==> src/rtl/serial_subtractor_pkg.sv <==
// rtl/serial_subtractor_pkg.sv - shared state encodings for the bit-serial subtractor
package serial_subtractor_pkg;

   // FSM encodings; 2'd3 is unused and recovers to IDLE
   localparam logic [1:0] IDLE  = 2'd0;
   localparam logic [1:0] SHIFT = 2'd1;
   localparam logic [1:0] DONE  = 2'd2;

endpackage

==> src/rtl/serial_subtractor_full_subtractor.sv <==
// rtl/serial_subtractor_full_subtractor.sv - single-bit combinational full subtractor cell
module full_subtractor (
   input  logic x,
   input  logic y,
   input  logic bin,
   output logic diff,
   output logic bout
);

   // borrow out when x < y + bin for this bit position
   always_comb begin
      diff = x ^ y ^ bin;
      bout = (~x & y) | (~(x ^ y) & bin);
   end

endmodule

==> src/rtl/serial_subtractor.sv <==
// rtl/serial_subtractor.sv - bit-serial LSB-first subtractor d = a - b - b_in with start/done handshake
module serial_subtractor
   import serial_subtractor_pkg::*;
#(
   parameter int WIDTH = 4
) (
   input  logic             clock,
   input  logic             reset,
   input  logic             start,
   input  logic [WIDTH-1:0] a,
   input  logic [WIDTH-1:0] b,
   input  logic             b_in,
   output logic [WIDTH-1:0] d,
   output logic             b_out,
   output logic             busy,
   output logic             done
);

   localparam int             CW       = $clog2(WIDTH);
   localparam logic [CW-1:0]  LAST_CNT = CW'(WIDTH - 1);

   logic [1:0]       state;
   logic [WIDTH-1:0] a_sh;
   logic [WIDTH-1:0] b_sh;
   logic [WIDTH-1:0] res_sh;
   logic             brw;
   logic [CW-1:0]    cnt;
   logic             cell_diff;
   logic             cell_bout;

   full_subtractor u_cell (
      .x    (a_sh[0]),
      .y    (b_sh[0]),
      .bin  (brw),
      .diff (cell_diff),
      .bout (cell_bout)
   );

   // FSM, operand shifters, bit counter and the result register that d mirrors only at completion
   always_ff @(posedge clock) begin
      if (reset) begin
         state  <= IDLE;
         a_sh   <= '0;
         b_sh   <= '0;
         res_sh <= '0;
         brw    <= 1'b0;
         cnt    <= '0;
         d      <= '0;
         b_out  <= 1'b0;
      end else begin
         case (state)
            IDLE: begin
               if (start) begin
                  a_sh   <= a;
                  b_sh   <= b;
                  brw    <= b_in;
                  res_sh <= '0;
                  cnt    <= '0;
                  state  <= SHIFT;
               end
            end
            SHIFT: begin
               a_sh   <= {1'b0, a_sh[WIDTH-1:1]};
               b_sh   <= {1'b0, b_sh[WIDTH-1:1]};
               res_sh <= {cell_diff, res_sh[WIDTH-1:1]};
               brw    <= cell_bout;
               cnt    <= cnt + 1'b1;
               if (cnt == LAST_CNT) begin
                  // last bit: publish the completed word and final borrow together
                  d     <= {cell_diff, res_sh[WIDTH-1:1]};
                  b_out <= cell_bout;
                  state <= DONE;
               end
            end
            DONE: begin
               state <= IDLE;
            end
            default: begin
               state <= IDLE;
            end
         endcase
      end
   end

   // status flags decode straight from the state register
   always_comb begin
      busy = (state == SHIFT);
      done = (state == DONE);
   end

endmodule
==> config.mk <==
export PLATFORM = sky130hd
export DESIGN_NAME = serial_subtractor
export DESIGN_NICKNAME = d
export VERILOG_FILES = /design/src/rtl/serial_subtractor_pkg.sv /design/src/rtl/serial_subtractor_full_subtractor.sv /design/src/rtl/serial_subtractor.sv
export SDC_FILE = /design/constraint.sdc
export NUM_CORES = 1
export LEC_CHECK = 0
export ABC_AREA = 0
export CORE_MARGIN = 2
export CORE_UTILIZATION = 49
export DETAILED_ROUTE_END_ITERATION = 7
export PLACE_DENSITY = 0.76
export SLEW_MARGIN = 20
export SYNTH_ARGS = -nofsm -noshare
export SYNTH_HDL_FRONTEND = slang
export SYNTH_SLANG_ARGS = --single-unit
export TNS_END_PERCENT = 50
==> constraint.sdc <==
create_clock -name clock -period 1.9 [get_ports clock]
set_clock_uncertainty 0.2 [all_clocks]
set_input_delay 0.38 -clock clock [delete_from_list [all_inputs] [get_ports clock]]
set_output_delay 0.38 -clock clock [all_outputs]
set_load 0.01 [all_outputs]
Word-level counts from Yosys, hierarchy flattened
Index checks and enable logic that the tools add are counted.
{"block": "word_totals", "regBits": 22, "inputBits": 12, "out_inout_bits": 7}
{"block": "classes", "n_addsub": 1, "n_eq_ne": 5, "mux": 13, "n_bitwise": 7, "reduce_logical": 5}
{"cell": "$pmux 4 s2", "n": 3}
{"cell": "$mux 4", "n": 3}
{"cell": "$pmux 2 s2", "n": 2}
{"cell": "$mux 2", "n": 3}
{"cell": "$reduce_and 2->1", "n": 3}
{"cell": "$eq 2x2->1 const B", "n": 2}
{"cell": "$add 2x1->2 const B", "n": 1}
{"cell": "$and 1x1->1", "n": 2}
{"cell": "$eq 2x1->1 const B", "n": 1}
{"cell": "$logic_not 2->1", "n": 1}
{"cell": "$ne 2x1->1 const B", "n": 1}
{"cell": "$ne 2x2->1 const B", "n": 1}
{"cell": "$not 1->1", "n": 2}
{"cell": "$pmux 1 s2", "n": 1}
{"cell": "$reduce_bool 2->1", "n": 1}
{"cell": "$xor 1x1->1", "n": 2}
{"cell": "$mux 1", "n": 1}
{"cell": "$or 1x1->1", "n": 1}

Longest topological paths before layout
Gate-level depths: netlist of run 1.
{"block": "logic_depth", "word_depth": 5, "mapped_depth": 5, "depth_no_buf": 5}

By module
A second synthesis of run 1 with hierarchy kept.
{"block": "unflattened", "hier_cells": 99, "hier_area_um2": 968.4}
{"module": "serial_subtractor", "instances": 1, "cells_per_inst": 95, "area_each_um2": 937.1, "seq_area_each_um2": 420.4}
{"module": "full_subtractor", "instances": 1, "cells_per_inst": 4, "area_each_um2": 31.3, "seq_area_each_um2": 0.0}

Worst setup path before layout of run 1
OpenSTA, ideal clock, no wires.
{"block": "synth_timing", "path_kind": "reg-to-reg", "from": "reg b_sh[0]", "to": "reg res_sh[3]", "setup_time_ns": 0.128, "arrival_ns": 1.046, "required_time_ns": 1.572, "setup_slack_ns": 0.526, "stages_incl_launch_ff": 5, "synth_period_minus_slack_ns": 1.374, "cell_sequence": "dfxtp_1 -> inv_1 -> fa_1 -> a22oi_1 -> nor2_1"}
{"block": "synth_between", "elab_chain_len": 3}
{"element": "start: declaration", "line_no": "serial_subtractor.sv:24", "text": "logic [WIDTH-1:0] b_sh;"}
{"element": "start signal: assignment", "line_no": "serial_subtractor.sv:64", "text": "b_sh <= {1'b0, b_sh[WIDTH-1:1]};"}
{"element": "$xor 1x1->1 (2 in a row)", "line_no": "serial_subtractor_full_subtractor.sv:12", "text": "diff = x ^ y ^ bin;"}
{"element": "named net cell_diff", "line_no": "serial_subtractor.sv:28", "text": "logic cell_diff;"}
{"element": "$pmux 4 s2", "line_no": "serial_subtractor.sv:51", "text": "case (state)"}
{"element": "end signal: assignment", "line_no": "serial_subtractor.sv:65", "text": "res_sh <= {cell_diff, res_sh[WIDTH-1:1]};"}
{"element": "end: declaration", "line_no": "serial_subtractor.sv:25", "text": "logic [WIDTH-1:0] res_sh;"}
The timed path passes the listed nets, and every way through them passes these cells.
A chain may end at the register's enable or synchronous reset.

Final worst setup path of run 1
{"block": "layout_timing", "from": "reg b_out", "to": "out b_out"}
{"element": "start: declaration", "line_no": "serial_subtractor.sv:14", "text": "output logic b_out,"}
{"element": "start signal: assignment", "line_no": "serial_subtractor.sv:71", "text": "b_out <= cell_bout;"}
No word-level cell between the ends.

==> results of run 1 <==
-- worst reg2reg max path, stage by stage, from the launching register on --
cell and delay [ps]:
dfxtp_1 390, buf_4 240, o21ba_4 290, nor2_1 80
a2111oi_2 270
-- report_power, final --
part	total (W)	switching [W]	internal [W]
sequential	0.000475	0.0000135	0.000461
clock	0.000209	0.000127	0.0000818
combinational	0.000144	0.0000709	0.0000734
-- worst max-delay path by stage --
stage	end	cells after the start
3_5_place_dp	a_sh[1]	4
4_1_cts	b_out	1
6_report	b_out	1
2_1_floorplan	res_sh[3]	4
3_3_place_gp	a_sh[1]	4
5_1_grt	b_out	1
-- state kept, by name, indices dropped and copies added (netlist names) --
register / flops
a_sh: 4
b_out: 1
b_sh: 4
brw: 1
cnt: 2
d: 4
res_sh: 3
state: 2
-- through the flow --
stage | power (W) | hold slack [ps]
after floorplan | 0.000583 | 243
final | 0.000828 | 258
after detailed placement | 0.000631 | 249
after global routing | 0.000868 | 285
after CTS | 0.000840 | 264
after global placement | 0.000626 | 244
-- metal layers --
metal | part of all wire (%) | track usage, %
met5 | 0 | 0
met4 | 1.5 | 11.9
met3 | 3.0 | 4.91
met2 | 48 | 30.1
met1 | 47 | 20.6
-- final cells by class --
class,count,area share (%)
sequential,21,35.9
multi-input combinational,60,39.0
inverter,5,1.59
tap,25,2.65
clock buffer,4,2.22
timing repair buffer,22,18.6
-- cell families after synthesis --
family          Yosys count  synth area share, %
flops                    21                 44.2
buf+inv                  11                 7.49
fa+ha+maj                 2                 3.42
mux                       7                 7.36
simple gates             31                 16.8
compound gates           20                 20.8
-- synthesized netlist by cell type --
cell	count
nor3_1	1
buf_6	4
a21oi_1	4
nor4b_1	2
ha_1	1
buf_1	1
nor2_1	15
nor2b_1	1
nor3b_1	2
o21bai_2	1
a2111oi_2	2
nand2_1	4
o21ba_4	1
clkbuf_1	1
a211oi_2	6
dfxtp_1	21
nor2b_4	1
nand3_1	4
inv_1	5
fa_1	1
mux2i_1	7
nand3b_2	1
a22oi_1	6
==> impl_metrics.json, run 1 <==
{
  "via_count": 713,
  "fp.coreArea_um2": 1780,
  "port_buffers": 18,
  "slowest_delay_ps": 540,
  "drc": 0,
  "critPathSlowestCell": "clkdlybuf4s50_1",
  "crit_chain": "clkdlybuf4s50_1",
  "critical_path_class": "flip-flop to output port",
  "die-area_um2": 2310,
  "cts_buffer_depth": 2,
  "r2r_slack_ps": 340,
  "grtUsageTotal_pct": 18.3,
  "setup_viol": 0,
  "num_antenna_cells": 0,
  "hp-class": "flip-flop to flip-flop",
  "cts_buffers": 3,
  "relSlewSlack_pct": 74.0,
  "ys_seq_elements": 21,
  "min_to": "d[2]",
  "min_period_ps": 1760,
  "cap_violations": 0,
  "antenna_found_initial": 0,
  "dpl_cell_area_um2": 1150,
  "nNetsFinal": 127,
  "r2r_end": "a_sh[1]",
  "worstReg2RegStart": "state[0]",
  "status": "complete, no violations",
  "synth_top_area_share_pct": 44.2,
  "hold_depth": 2,
  "p_leak_nw": 0.452,
  "post_cts_buffers": 0,
  "design_area_um2": 1180,
  "ant_nets": 0,
  "wl_per_cell_um": 13.5,
  "clk-insertion-delay-late_ps": 300,
  "syn2layout_area_growth_pct": 24.0,
  "setup_tns_ps": 0,
  "start_kind": "flip-flop",
  "syn_area_um2": 952,
  "mostFrequentLayoutCell": "dfxtp_1",
  "stdcell_count": 137,
  "rr_worst_depth": 4,
  "rsz0062_at_grt": "false",
  "first_pass_iters": 4,
  "wl_um": 1840,
  "ys_top_cells_by_area": "dfxtp_1 (44%), a211oi_2 (7.9%), mux2i_1 (7.4%), nor2_1 (5.9%), a22oi_1 (4.7%)",
  "postCtsHoldBufs": 0,
  "seq_area_frac_synth_pct": 44.2,
  "crit_start": "b_out",
  "synth_area_leader_cell": "dfxtp_1",
  "critPathArrivalTime_ps": 1180,
  "yosysUniqueCellTypes": 23,
  "io_pins": 19,
  "synth_area_per_cell_um2": 10.3,
  "utilization_pct": 66.2,
  "multiInputGateArea_um2": 460,
  "tightest_slew_ps": 385,
  "place_ws_ps": 21.7,
  "clkTransAtPathRegs_ps": 100,
  "fillCellCount": 153,
  "place_congestion": 0.773,
  "finalCritPeriodShare_pct": 92.5,
  "start_util_pct": 53.4,
  "irDropWorstVdd_mv": 0.397,
  "cp.buffers_inverters": 1,
  "maxSlewViolCount": 0,
  "die_w_um": 48.1,
  "cts_root_buffer": "clkbuf_4",
  "final_cell_mix": "dfxtp_1 (20), clkdlybuf4s50_1 (16), nor2_1 (15), mux2i_1 (7)",
  "drt_iter0_markers": 13,
  "fmax_mhz": 569,
  "hpwlAfterDp_um": 1360,
  "finalHoldViolations": 0,
  "rows": 15,
  "h-tree-depth": 1,
  "grt_overflow": 0,
  "cts_resized": 4,
  "synth.yosys.warnings": 0,
  "p_per_area_nw_per_um2": 701,
  "worst_slack_ps": 143,
  "drive_above_1_share_pct": 17.9,
  "syn-num-nets": 106,
  "cp_max_fo": 2,
  "vias_per_cell": 5.20,
  "grt_max_degree": 22,
  "cts_num_sinks": 21,
  "cp.required_ps": 1320,
  "seq_area_um2": 424,
  "crit_family": "buffers and inverters",
  "grt_first_pass_wirelength_um": 2810,
  "dp_cells": 133,
  "hp-start": "d[2]",
  "die_y_um": 48.1,
  "grt_pass1_vias": 676,
  "cts_tree": "built",
  "synth_cells": 92,
  "endpoint_kind": "output port"
}
No activity file was read; power rests on OpenSTA's default activity.
==> inputs of run 2 (changes only) <==
- CORE_MARGIN: 2 -> 10
==> run 2 against run 1 <==
Effect of this change:
- non-clock buffer count unchanged
- first-iteration DRC count grew 62%
- via count grew 1.3%
- sequential share of layout area down 0.068 points
- clock power down 3%
- clock-buffer cell count unchanged
- critical path depth unchanged
- highest routed layer unchanged
- critical path type unchanged
- utilization shrank 0.070 points
- sequential power barely moved
- combinational power hardly changed
- routed wire length grew 1.7%
- total power down 0.85%
==> impl_metrics.json, run 2 (synthesis gave the netlist of run 1 again) <==
{
  "irDropWorstVdd_mv": 0.440,
  "wl_um": 1880,
  "finalCritPeriodShare_pct": 92.5,
  "port_buffers": 18,
  "cts_buffer_depth": 2,
  "first_pass_iters": 4,
  "cap_violations": 0,
  "fp.coreArea_um2": 1780,
  "relSlewSlack_pct": 73.5,
  "setup_viol": 0,
  "rows": 15,
  "wl_per_cell_um": 13.7,
  "total_power_w": 0.000820,
  "start_util_pct": 53.4,
  "worstReg2RegStart": "state[0]",
  "cts_tree": "built",
  "cts_root_buffer": "clkbuf_4",
  "hold_depth": 2,
  "reg.largest.list": "a_sh (4), b_sh (4), d (4)",
  "die_y_um": 64.1,
  "start_kind": "flip-flop",
  "via_count": 722,
  "worst_slack_ps": 142,
  "stdcell_count": 137,
  "endpoint_kind": "output port",
  "hp-class": "flip-flop to flip-flop",
  "postCtsHoldBufs": 0,
  "drive_above_1_share_pct": 18.8,
  "cts_num_sinks": 21,
  "fillCellCount": 153,
  "crit_chain": "clkdlybuf4s50_1",
  "grt_max_degree": 22,
  "drc": 0,
  "r2r_end": "a_sh[1]",
  "critPathArrivalTime_ps": 1180,
  "die_w_um": 64.1,
  "place_ws_ps": 11.5,
  "p_leak_nw": 0.452,
  "die-area_um2": 4110,
  "grt_overflow": 0,
  "critPathSlowestCell": "clkdlybuf4s50_1",
  "grtUsageTotal_pct": 10.1,
  "dp_cells": 133,
  "final_cell_mix": "dfxtp_1 (19), clkdlybuf4s50_1 (16), nor2_1 (15), mux2i_1 (7)",
  "grt_pass1_vias": 766,
  "min_period_ps": 1760,
  "ant_nets": 0,
  "grt_first_pass_wirelength_um": 3420,
  "fmax_mhz": 569,
  "clk-insertion-delay-late_ps": 290,
  "p_per_area_nw_per_um2": 695,
  "cp_max_fo": 2,
  "crit_family": "buffers and inverters",
  "syn2layout_area_growth_pct": 23.9,
  "cp.buffers_inverters": 1,
  "hp-start": "d[1]",
  "slowest_delay_ps": 540,
  "antenna_found_initial": 0,
  "critical_path_class": "flip-flop to output port",
  "num_antenna_cells": 0,
  "vias_per_cell": 5.27,
  "status": "complete, no violations",
  "setup_tns_ps": 0,
  "tightest_slew_ps": 393,
  "rsz0062_at_grt": "false",
  "h-tree-depth": 1,
  "io_pins": 19,
  "rr_worst_depth": 4,
  "min_to": "d[1]",
  "r2r_slack_ps": 380,
  "finalHoldViolations": 0,
  "utilization_pct": 66.2,
  "clkTransAtPathRegs_ps": 110,
  "cts_buffers": 3,
  "nNetsFinal": 127,
  "cp.required_ps": 1320,
  "maxSlewViolCount": 0,
  "hpwlAfterDp_um": 1460,
  "place_congestion": 0.781,
  "drt_iter0_markers": 21,
  "post_cts_buffers": 0,
  "mostFrequentLayoutCell": "dfxtp_1"
}
==> run 2: changes by cell type in the layout (fill, tap and decap cells not counted) <==
cell     previous run  this run
dfxtp_2             0         2
dfxtp_4             1         0
dfxtp_1            20        19
==> run 2: metrics by stage <==
| stage | hold WS [ps] | instance area, um^2 |
|---|---|---|
| after detailed placement | 254 | 1150 |
| after CTS | 270 | 1180 |
| after global placement | 243 | 1150 |
| final | 263 | 1180 |
| after floorplan | 243 | 952 |
| after global routing | 305 | 1180 |
==> run 2: repair_timing <==
| action | CTS | global route |
|---|---|---|
| endpoints found under the setup margin | 2 | 0 |
| hold endpoints to repair | 0 | 0 |
| gates resized for setup | 4 | 0 |
==> run 2: routing by layer <==
metal	wire (um)	GRT usage, %	vias to the layer above
met2	847	15.4	19
met4	28	4.92	0
met3	81	2.61	4
li1	-	-	366
met5	0	0	-
met1	918	12.9	333
==> run 2: area by class of cell <==
type                    instances  area (um^2)  share of cell area (%)
clock buffers                   4         26.3                    2.23
inverters                       5         18.8                    1.59
multi-input cells              60          460                    39.0
flip-flops and latches         21          423                    35.8
well taps                      25         31.3                    2.65
repair buffers                 22          220                    18.7
==> run 2: tightest hold or removal path, stage by stage (launching register included) <==
cell and delay (ps):
dfxtp_1 320, nand2_1 50, a21oi_1 50
==> run 2: power breakdown <==
| part | total [W] | leakage [nW] | internal (W) | switching (W) |
|---|---|---|---|---|
| clock network | 0.000202 | 0.0150 | 0.0000816 | 0.000121 |
| registers | 0.000476 | 0.173 | 0.000463 | 0.0000136 |
| logic | 0.000142 | 0.264 | 0.0000732 | 0.0000685 |
==> run 2: how the worst max path moves through the flow <==
stage	cells after the start	end	startpoint
3_5_place_dp	4	a_sh[1]	start
2_1_floorplan	4	res_sh[3]	b_sh[0]
3_3_place_gp	4	a_sh[1]	start
4_1_cts	1	d[0]	d[0]
5_1_grt	1	d[3]	d[3]
6_report	1	b_out	b_out
==> inputs of run 3 (changes only) <==
- RECOVER_POWER: unset -> 100
==> run 3 against run 2 <==
Effect of this change:
- sequential cell count did not move
- cell area down 3.1%
- register-to-register slack got worse by 90 ps
- die area is the same
- via count up 0.69%
- combinational power decreased by 7%
- largest power group unchanged
- sequential share of layout area rose by 0.92 points
- utilization fell by 2.0 points
- critical path depth unchanged
==> impl_metrics.json, run 3 (synthesis gave the netlist of run 1 again) <==
{
  "clk-insertion-delay-late_ps": 290,
  "clkTransAtPathRegs_ps": 110,
  "crit_start": "b_out",
  "mostFrequentLayoutCell": "dfxtp_1",
  "finalCritPeriodShare_pct": 92.5,
  "port_buffers": 18,
  "drive_above_1_share_pct": 10.7,
  "drt_iter0_markers": 16,
  "setup_tns_ps": 0,
  "via_count": 727,
  "cap_violations": 0,
  "vias_per_cell": 5.31,
  "tightest_slew_ps": 580,
  "min_to": "d[1]",
  "io_pins": 19,
  "min_period_ps": 1760,
  "slowest_delay_ps": 540,
  "start_kind": "flip-flop",
  "hpwlAfterDp_um": 1460,
  "die-area_um2": 4110,
  "die_w_um": 64.1,
  "first_pass_iters": 4,
  "final_cell_mix": "dfxtp_1 (21), clkdlybuf4s50_1 (16), nor2_1 (15), mux2i_1 (7), a22oi_1 (6)",
  "rsz0062_at_grt": "false",
  "fmax_mhz": 569,
  "irDropWorstVdd_mv": 0.438,
  "status": "complete, no violations",
  "crit_family": "buffers and inverters",
  "cts_tree": "built",
  "ant_nets": 0,
  "rr_worst_depth": 4,
  "hold_depth": 2,
  "total_power_w": 0.000811,
  "cts_buffers": 3,
  "nNetsFinal": 127,
  "place_congestion": 0.781,
  "die_y_um": 64.1,
  "worstReg2RegStart": "state[0]",
  "rows": 15,
  "cts_buffer_depth": 2,
  "wl_um": 1920,
  "grtUsageTotal_pct": 10.1,
  "cp.required_ps": 1320,
  "cp_max_fo": 2,
  "crit_chain": "clkdlybuf4s50_1",
  "setup_viol": 0,
  "critPathSlowestCell": "clkdlybuf4s50_1",
  "postCtsHoldBufs": 0,
  "drc": 0,
  "syn2layout_area_growth_pct": 20.1,
  "wl_per_cell_um": 14.0,
  "fp.coreArea_um2": 1780,
  "utilization_pct": 64.1,
  "grt_first_pass_wirelength_um": 3420,
  "grt_max_degree": 22,
  "grt_overflow": 0,
  "p_per_area_nw_per_um2": 709,
  "num_antenna_cells": 0,
  "relSlewSlack_pct": 61.3,
  "antenna_found_initial": 0,
  "r2r_end": "a_sh[1]",
  "hp-start": "d[1]",
  "maxSlewViolCount": 0,
  "post_cts_buffers": 0,
  "fillCellCount": 160,
  "grt_pass1_vias": 766,
  "cts_root_buffer": "clkbuf_4",
  "h-tree-depth": 1,
  "reg.largest.list": "a_sh (4), b_sh (4), d (4)",
  "critPathArrivalTime_ps": 1180,
  "cts_num_sinks": 21,
  "finalHoldViolations": 0,
  "critical_path_class": "flip-flop to output port",
  "p_leak_nw": 0.440,
  "endpoint_kind": "output port",
  "hp-class": "flip-flop to flip-flop",
  "start_util_pct": 53.4,
  "r2r_slack_ps": 290,
  "cp.buffers_inverters": 1
}
==> run 3: cell counts in the layout (fill, tap and decap cells not counted) <==
Identical to the previous run, type by type.
==> run 3: power by group <==
part / internal, W / total, W / leakage [nW] / switching [W]
combinational: 0.0000688 / 0.000132 / 0.253 / 0.0000635
sequential: 0.000463 / 0.000476 / 0.172 / 0.0000136
clock: 0.0000816 / 0.000202 / 0.0150 / 0.000121
total: 0.000613 / 0.000811 / 0.440 / 0.000198
==> run 3: through the flow <==
stage / hold slack (ps) / instance area, um^2 / worst slack [ps] / cells
final: 263 / 1140 / 143 / 137
after CTS: 270 / 1180 / 118 / 137
after global routing: 304 / 1140 / 79.3 / 137
after global placement: 243 / 1150 / 62.2 / 133
after floorplan: 243 / 952 / 526 / 92
after detailed placement: 254 / 1150 / 11.5 / 133
==> run 3: what timing repair did <==
| action | CTS | global route |
|---|---|---|
| gates resized for setup | 4 | 0 |
| endpoints found under the setup margin | 2 | 0 |
| endpoints found under the hold margin | 0 | 0 |
==> run 3: area by class of cell <==
class	count	area, um^2	share of cell area, %
timing repair buffer	22	220	19.3
clock buffer	4	26.3	2.30
multi-input combinational	60	427	37.3
tap	25	31.3	2.74
inverter	5	18.8	1.64
sequential	21	420	36.8
==> run 3: how the worst max path moves through the flow <==
stage | to | slack, ps | depth (start not counted)
2_1_floorplan | res_sh[3] | 530 | 4
3_3_place_gp | a_sh[1] | 60 | 4
3_5_place_dp | a_sh[1] | 10 | 4
4_1_cts | d[0] | 120 | 1
5_1_grt | d[3] | 80 | 1
6_report | b_out | 140 | 1
==> run 3: metal layers <==
layer / vias to the layer above / GRT usage, % / part of all wire [%]
met1: 337 / 12.9 / 50
li1: 369 / - / -
met2: 17 / 15.4 / 44
met5: - / 0 / 0
met3: 4 / 2.61 / 3.9
met4: 0 / 4.92 / 1.6
